File: config.mk
export PLATFORM = sky130hd
export DESIGN_NAME = aes_job_sequencer
export DESIGN_NICKNAME = d
export VERILOG_FILES = /design/src/rtl/aes_job_sequencer.sv
export SDC_FILE = /design/constraint.sdc
export NUM_CORES = 1
export LEC_CHECK = 0
export ABC_AREA = 1
export BUFFER_PORTS_ARGS = -buffer_cell sky130_fd_sc_hd__buf_2
export CAP_MARGIN = 40
export CORE_AREA = 2 2 367 369
export CTS_CLUSTER_DIAMETER = 60
export CTS_CLUSTER_SIZE = 12
export DETAILED_ROUTE_END_ITERATION = 10
export DIE_AREA = 0 0 369 371
export PLACE_DENSITY = 0.39
export SLEW_MARGIN = 10
export SYNTH_ARGS = -nofsm -noshare
export SYNTH_HDL_FRONTEND = slang
export SYNTH_SLANG_ARGS = --single-unit
File: constraint.sdc
create_clock -name clk -period 3.5 [get_ports clk]
set_input_delay 0.175 -clock clk [delete_from_list [all_inputs] [get_ports clk]]
set_output_delay 0.175 -clock clk [all_outputs]
set_load 0.02 [all_outputs]
File: src/rtl/aes_job_sequencer.sv
// Upstream command sequencer for AESTop: loads a 256-bit key, then issues one
// encrypt/decrypt command per host block and returns each result on a
// registered result stream. Only one AES operation is ever outstanding.
module aes_job_sequencer #(
  parameter int unsigned CNT_W   = 16,
  parameter int unsigned TIMEOUT = 4096
) (
  input  logic             clk,
  input  logic             rst,
  input  logic             job_valid,
  output logic             job_ready,
  input  logic [255:0]     job_key,
  input  logic             job_decrypt,
  input  logic [CNT_W-1:0] job_nblocks,
  input  logic             blk_valid,
  output logic             blk_ready,
  input  logic [127:0]     blk_data,
  output logic             aes_input_valid,
  input  logic             aes_input_ready,
  output logic [6:0]       aes_opcode,
  output logic [255:0]     aes_data_in,
  input  logic             aes_output_valid,
  output logic             aes_output_ready,
  input  logic [127:0]     aes_data_out,
  output logic             res_valid,
  input  logic             res_ready,
  output logic [127:0]     res_data,
  output logic             res_last,
  output logic             job_done,
  output logic             job_err
);

  localparam int unsigned      TMO_W    = $clog2(TIMEOUT);
  localparam logic [TMO_W-1:0] TMO_LAST = TMO_W'(TIMEOUT - 1);
  localparam logic [TMO_W-1:0] TMO_ONE  = TMO_W'(1);
  localparam logic [CNT_W-1:0] CNT_ONE  = CNT_W'(1);

  typedef enum logic [2:0] {
    S_IDLE, S_KEY, S_KACK, S_FETCH, S_ISSUE, S_WAIT, S_RES, S_DONE
  } state_t;

  state_t           state, state_next;
  logic [255:0]     key_q;
  logic             decrypt_q;
  logic [CNT_W-1:0] nblocks_q;
  logic [CNT_W-1:0] cnt_q;
  logic [127:0]     block_q;
  logic [TMO_W-1:0] tmo_q;
  logic             tmo_hit;
  logic             timed_out;

  assign tmo_hit = (tmo_q == TMO_LAST);

  // State register.
  always_ff @(posedge clk) begin
    // NOTE: sequential state uses non-blocking assignments so every register
    // samples pre-edge values regardless of process evaluation order.
    if (rst) state <= S_IDLE;
    else     state <= state_next;
  end

  // Next-state logic and Moore outputs; the AES wait states abort on timeout.
  always_comb begin
    // NOTE: every output gets a default first so no path leaves a latch.
    state_next       = state;
    timed_out        = 1'b0;
    job_ready        = 1'b0;
    blk_ready        = 1'b0;
    aes_input_valid  = 1'b0;
    aes_opcode       = 7'd0;
    aes_data_in      = '0;
    aes_output_ready = 1'b0;
    res_valid        = 1'b0;
    job_done         = 1'b0;
    unique case (state)
      S_IDLE: begin
        job_ready = 1'b1;
        if (job_valid) state_next = S_KEY;
      end
      S_KEY: begin
        aes_input_valid = 1'b1;
        aes_data_in     = key_q;
        if (aes_input_ready) state_next = S_KACK;
        else if (tmo_hit) begin
          state_next = S_DONE;
          timed_out  = 1'b1;
        end
      end
      S_KACK: begin
        aes_output_ready = 1'b1;
        if (aes_output_valid) state_next = (nblocks_q == '0) ? S_DONE : S_FETCH;
        else if (tmo_hit) begin
          state_next = S_DONE;
          timed_out  = 1'b1;
        end
      end
      S_FETCH: begin
        blk_ready = 1'b1;
        if (blk_valid) state_next = S_ISSUE;
      end
      S_ISSUE: begin
        aes_input_valid = 1'b1;
        aes_opcode      = decrypt_q ? 7'd2 : 7'd1;
        aes_data_in     = {block_q, 128'd0};
        if (aes_input_ready) state_next = S_WAIT;
        else if (tmo_hit) begin
          state_next = S_DONE;
          timed_out  = 1'b1;
        end
      end
      S_WAIT: begin
        aes_output_ready = 1'b1;
        if (aes_output_valid) state_next = S_RES;
        else if (tmo_hit) begin
          state_next = S_DONE;
          timed_out  = 1'b1;
        end
      end
      S_RES: begin
        res_valid = 1'b1;
        if (res_ready) state_next = res_last ? S_DONE : S_FETCH;
      end
      S_DONE: begin
        job_done   = 1'b1;
        state_next = S_IDLE;
      end
      default: state_next = S_IDLE;
    endcase
  end

  // Job context, block/result capture, block counter, timeout counter, error flag.
  always_ff @(posedge clk) begin
    // NOTE: datapath registers are reset as well so res_data/res_last read as
    // defined zeros out of reset rather than X.
    if (rst) begin
      key_q     <= '0;
      decrypt_q <= 1'b0;
      nblocks_q <= '0;
      cnt_q     <= '0;
      block_q   <= '0;
      tmo_q     <= '0;
      res_data  <= '0;
      res_last  <= 1'b0;
      job_err   <= 1'b0;
    end else begin
      // Restart the timeout window on every state change.
      if (state_next != state)
        tmo_q <= '0;
      else if (state inside {S_KEY, S_KACK, S_ISSUE, S_WAIT})
        tmo_q <= tmo_q + TMO_ONE;

      if (state == S_IDLE && job_valid) begin
        key_q     <= job_key;
        decrypt_q <= job_decrypt;
        nblocks_q <= job_nblocks;
        cnt_q     <= '0;
        job_err   <= 1'b0;
      end

      if (state == S_FETCH && blk_valid) block_q <= blk_data;

      if (state == S_WAIT && aes_output_valid) begin
        res_data <= aes_data_out;
        res_last <= (cnt_q == nblocks_q - CNT_ONE);
        cnt_q    <= cnt_q + CNT_ONE;
      end

      if (timed_out) job_err <= 1'b1;
    end
  end

endmodule
==> impl_metrics.env <==
export IMPL_outcome="finished, final reports clean"
export IMPL_ant_nets=0
export IMPL_most_common_cell_in_the_synthesized_netlist="sky130_fd_sc_hd__dfxtp_1"
export IMPL_synth_seq_area_share_pct=50.4
export IMPL_critPathCapture="aes_data_in[148]"
export IMPL_synthTopCellsByArea="sky130_fd_sc_hd__dfxtp_1 50%, sky130_fd_sc_hd__a21oi_1 12%, sky130_fd_sc_hd__o21ai_0 9.1%"
export IMPL_setup_viol=0
export IMPL_crit_slowest_cell="sky130_fd_sc_hd__buf_4"
export IMPL_ys_types=42
export IMPL_drt_iter0_markers=1251
export IMPL_routedWlPerCell_um=17.0
export IMPL_remaining_drc_errors=0
export IMPL_timing_hold_violations_final=0
export IMPL_grt_pass1_wl_um=154000
export IMPL_clock_skew_ns=0.0276
export IMPL_drv_max_cap_violation_count=0
export IMPL_cts_made_buffers=84
export IMPL_worstPathCellList="inv_2 > nand3_4 > buf_12 > buf_4 > o22ai_1 > buf_2"
export IMPL_totalWireLength_um=106000
export IMPL_die_height_um=371
export IMPL_min_delay_start="job_nblocks[10]"
export IMPL_worst_path_clk_slew_ns=0.06
export IMPL_power_density_nw_per_um2=515
export IMPL_vdd_ir_drop_max_mv=0.307
export IMPL_clk_path_buf_depth=3
export IMPL_postSynthRegisterBits=562
export IMPL_critical_path_max_stage_delay_ns=0.60
export IMPL_floorplan_core_area_sq_um=133000
export IMPL_placement_rows=134
export IMPL_detailed_place_hpwl_um=75700
export IMPL_grt_start_max_net_pins=139
export IMPL_min_path_type="in2reg"
export IMPL_clock_tree_from_tritoncts="yes"
export IMPL_drt_pass1_iterations=5
export IMPL_vias_per_cell=4.03
export IMPL_first_global_vias=24700
export IMPL_rr_worst_depth=9
export IMPL_route_vias_total=25000
export IMPL_worst_path_required_ns=3.32
export IMPL_groute_usage_overall_pct=14.7
export IMPL_grt_overflow=0
export IMPL_routability_congestion=0.830
export IMPL_tightestPinTransition_ns=0.818
export IMPL_r2r_setup_slack_ns=0.99
export IMPL_yosysWarningCount=0
export IMPL_cts_resized=0
export IMPL_finish_cell_count_without_fillers=6201
export IMPL_share_of_post_route_cells_with_drive_strength_above_1_pct=26.0
export IMPL_crit_start="state[1]"
export IMPL_synth_top_cells_by_count="562 x sky130_fd_sc_hd__dfxtp_1, 544 x sky130_fd_sc_hd__a21oi_1, 439 x sky130_fd_sc_hd__inv_1, 408 x sky130_fd_sc_hd__o21ai_0, 379 x sky130_fd_sc_hd__nand2_1"
export IMPL_root_buffer="sky130_fd_sc_hd__clkbuf_16"
export IMPL_critical_path_reg2reg_endpoint="state[2]"
export IMPL_synth_top_cell_area_share_pct=50.4
export IMPL_cp_arrival_ns=3.00
export IMPL_fmax_ghz=0.315
export IMPL_setup_worst_path_start_class="register"
export IMPL_synthArstFlopShare_pct=0
export IMPL_final_net_count=4900
export IMPL_worstReg2RegStart="nblocks_q[0]"
export IMPL_cpLargestDelayFamily="buffers and inverters"
export IMPL_critPathKind="reg2out"
export IMPL_post_synth_inst_count=2989
export IMPL_grt_setup_unrepaired="false"
export IMPL_post_route_period_util_pct=90.8
export IMPL_portBuffers=929
export IMPL_final_critical_path_setup_slack_ns=0.321
export IMPL_maxSlewViolCount=0
export IMPL_cp_depth=6
export IMPL_fin_hold_ws_ns=0.00513
export IMPL_clkSinkCount=562
export IMPL_dieArea_sq_um=137000
export IMPL_clock_insertion_delay_worst_skew_ns=0.67
export IMPL_critPathCaptureType="primary output"
export IMPL_antenna_found_initial=14
export IMPL_synth_enable_flop_cells=0
export IMPL_post_route_minimum_period_ns=3.18
export IMPL_synth_ff_type="sky130_fd_sc_hd__dfxtp_1"
export IMPL_p_leak_nw=15.9
export IMPL_area_growth_synth_to_final_pct=66.6
export IMPL_worstPathBufferInverterCount=4
export IMPL_starting_density_pct=16.8
export IMPL_tns_ns=0
export IMPL_timing_critical_path_fanout_max=59
export IMPL_placement_setup_worst_slack_ns=0.991
export IMPL_horizontal_die_dimension_um=369
export IMPL_ios=935
export IMPL_synth_cell_area_sq_um=22300
export IMPL_layout_core_utilization_pct=28.0
export IMPL_clock_tree_htree_level_count=3
export IMPL_layout_filler_cells=14700
export IMPL_maxSlewHeadroom_pct=45.5
export IMPL_placedCellCount=5498
export IMPL_synthesis_area_per_instance_sq_um=7.47
export IMPL_synth_top_cell_by_area="sky130_fd_sc_hd__dfxtp_1"
==> per-stage QoR <==
stage	total power [W]	cell area (sq um)
floorplan	0.00878	22400
global placement	0.00993	28800
detailed placement	0.00994	28800
CTS	0.0196	37200
global route	0.0201	37200
finish	0.0192	37200
==> power by group <==
part / total (W) / internal [W] / leakage (nW) / switching (W)
registers: 0.00701 / 0.00688 / 4.59 / 0.000136
logic: 0.00326 / 0.00127 / 9.85 / 0.00199
clock network: 0.00889 / 0.00532 / 1.43 / 0.00357
==> timing repair <==
action,in CTS,in global routing
hold endpoints to repair,540,0
hold buffers,545,0
buffers inserted,0,0
==> worst reg2reg max path: cells and delay by family, from the launching register on <==
| family | cells | cell delay [ns] |
|---|---|---|
| AOI/OAI and AO/OA | 2 | 0.34 |
| adders and majority gates | 1 | 0.21 |
| buffers and inverters | 2 | 0.73 |
| DFF | 1 | 0.31 |
| and+or+nand+nor | 4 | 0.86 |
==> sequential cells by signal (all words and copies together), names as in the netlist <==
register	cells
block_q	128
res_data	128
tmo_q	12
job_err	1
nblocks_q	16
res_last	1
cnt_q	16
decrypt_q	1
key_q	256
state	3
==> layout by cell type, fill, tap and decap left out, types with 11 or more instances in the layout <==
cell type	n
sky130_fd_sc_hd__a21oi_1	544
sky130_fd_sc_hd__buf_12	17
sky130_fd_sc_hd__buf_2	928
sky130_fd_sc_hd__buf_4	20
sky130_fd_sc_hd__clkbuf_16	85
sky130_fd_sc_hd__clkinv_4	11
sky130_fd_sc_hd__dfxtp_1	562
sky130_fd_sc_hd__dlygate4sd3_1	545
sky130_fd_sc_hd__inv_1	438
sky130_fd_sc_hd__nand2_1	378
sky130_fd_sc_hd__nand3_1	31
sky130_fd_sc_hd__nor2_1	178
sky130_fd_sc_hd__nor2_2	12
sky130_fd_sc_hd__o21ai_0	408
sky130_fd_sc_hd__o22ai_1	128
sky130_fd_sc_hd__xnor2_1	11
==> cell families after synthesis <==
family          after synthesis  synth area share [%]
buf+inv                     675                  11.7
simple gates                628                  11.4
xor+xnor                     20                 0.784
flops                       562                  50.4
other cells                   1                0.0168
compound gates             1099                  25.6
mux                           1                0.0504
fa+ha+maj                     3                 0.168
==> final cells by class <==
type	count	area [sq um]	share of cell area [%]
inverters	447	1690	4.54
flip-flops and latches	562	11300	30.2
diodes	3	7.51	0.0202
clock inverters	56	697	1.87
well taps	1768	2210	5.94
repair buffers	1510	10600	28.5
clock buffers	99	2250	6.04
multi-input cells	1756	8520	22.9
==> how the worst min path moves through the flow <==
stage / end / depth (start not counted)
6_report: nblocks_q[10] / 3
4_1_cts: nblocks_q[10] / 3
5_1_grt: nblocks_q[10] / 3
3_5_place_dp: res_data[99] / 3
3_3_place_gp: res_data[80] / 3
2_1_floorplan: nblocks_q[13] / 2
==> metal layers <==
layer / vias to the layer above / part of all wire [%] / GRT usage [%]
li1: 12500 / - / -
met1: 11600 / 41 / 17.5
met2: 726 / 49 / 25.3
met3: 154 / 6.4 / 3.53
met4: 4 / 3.0 / 5.49
met5: - / 0.024 / 0
(Power assumes the default switching activity.)
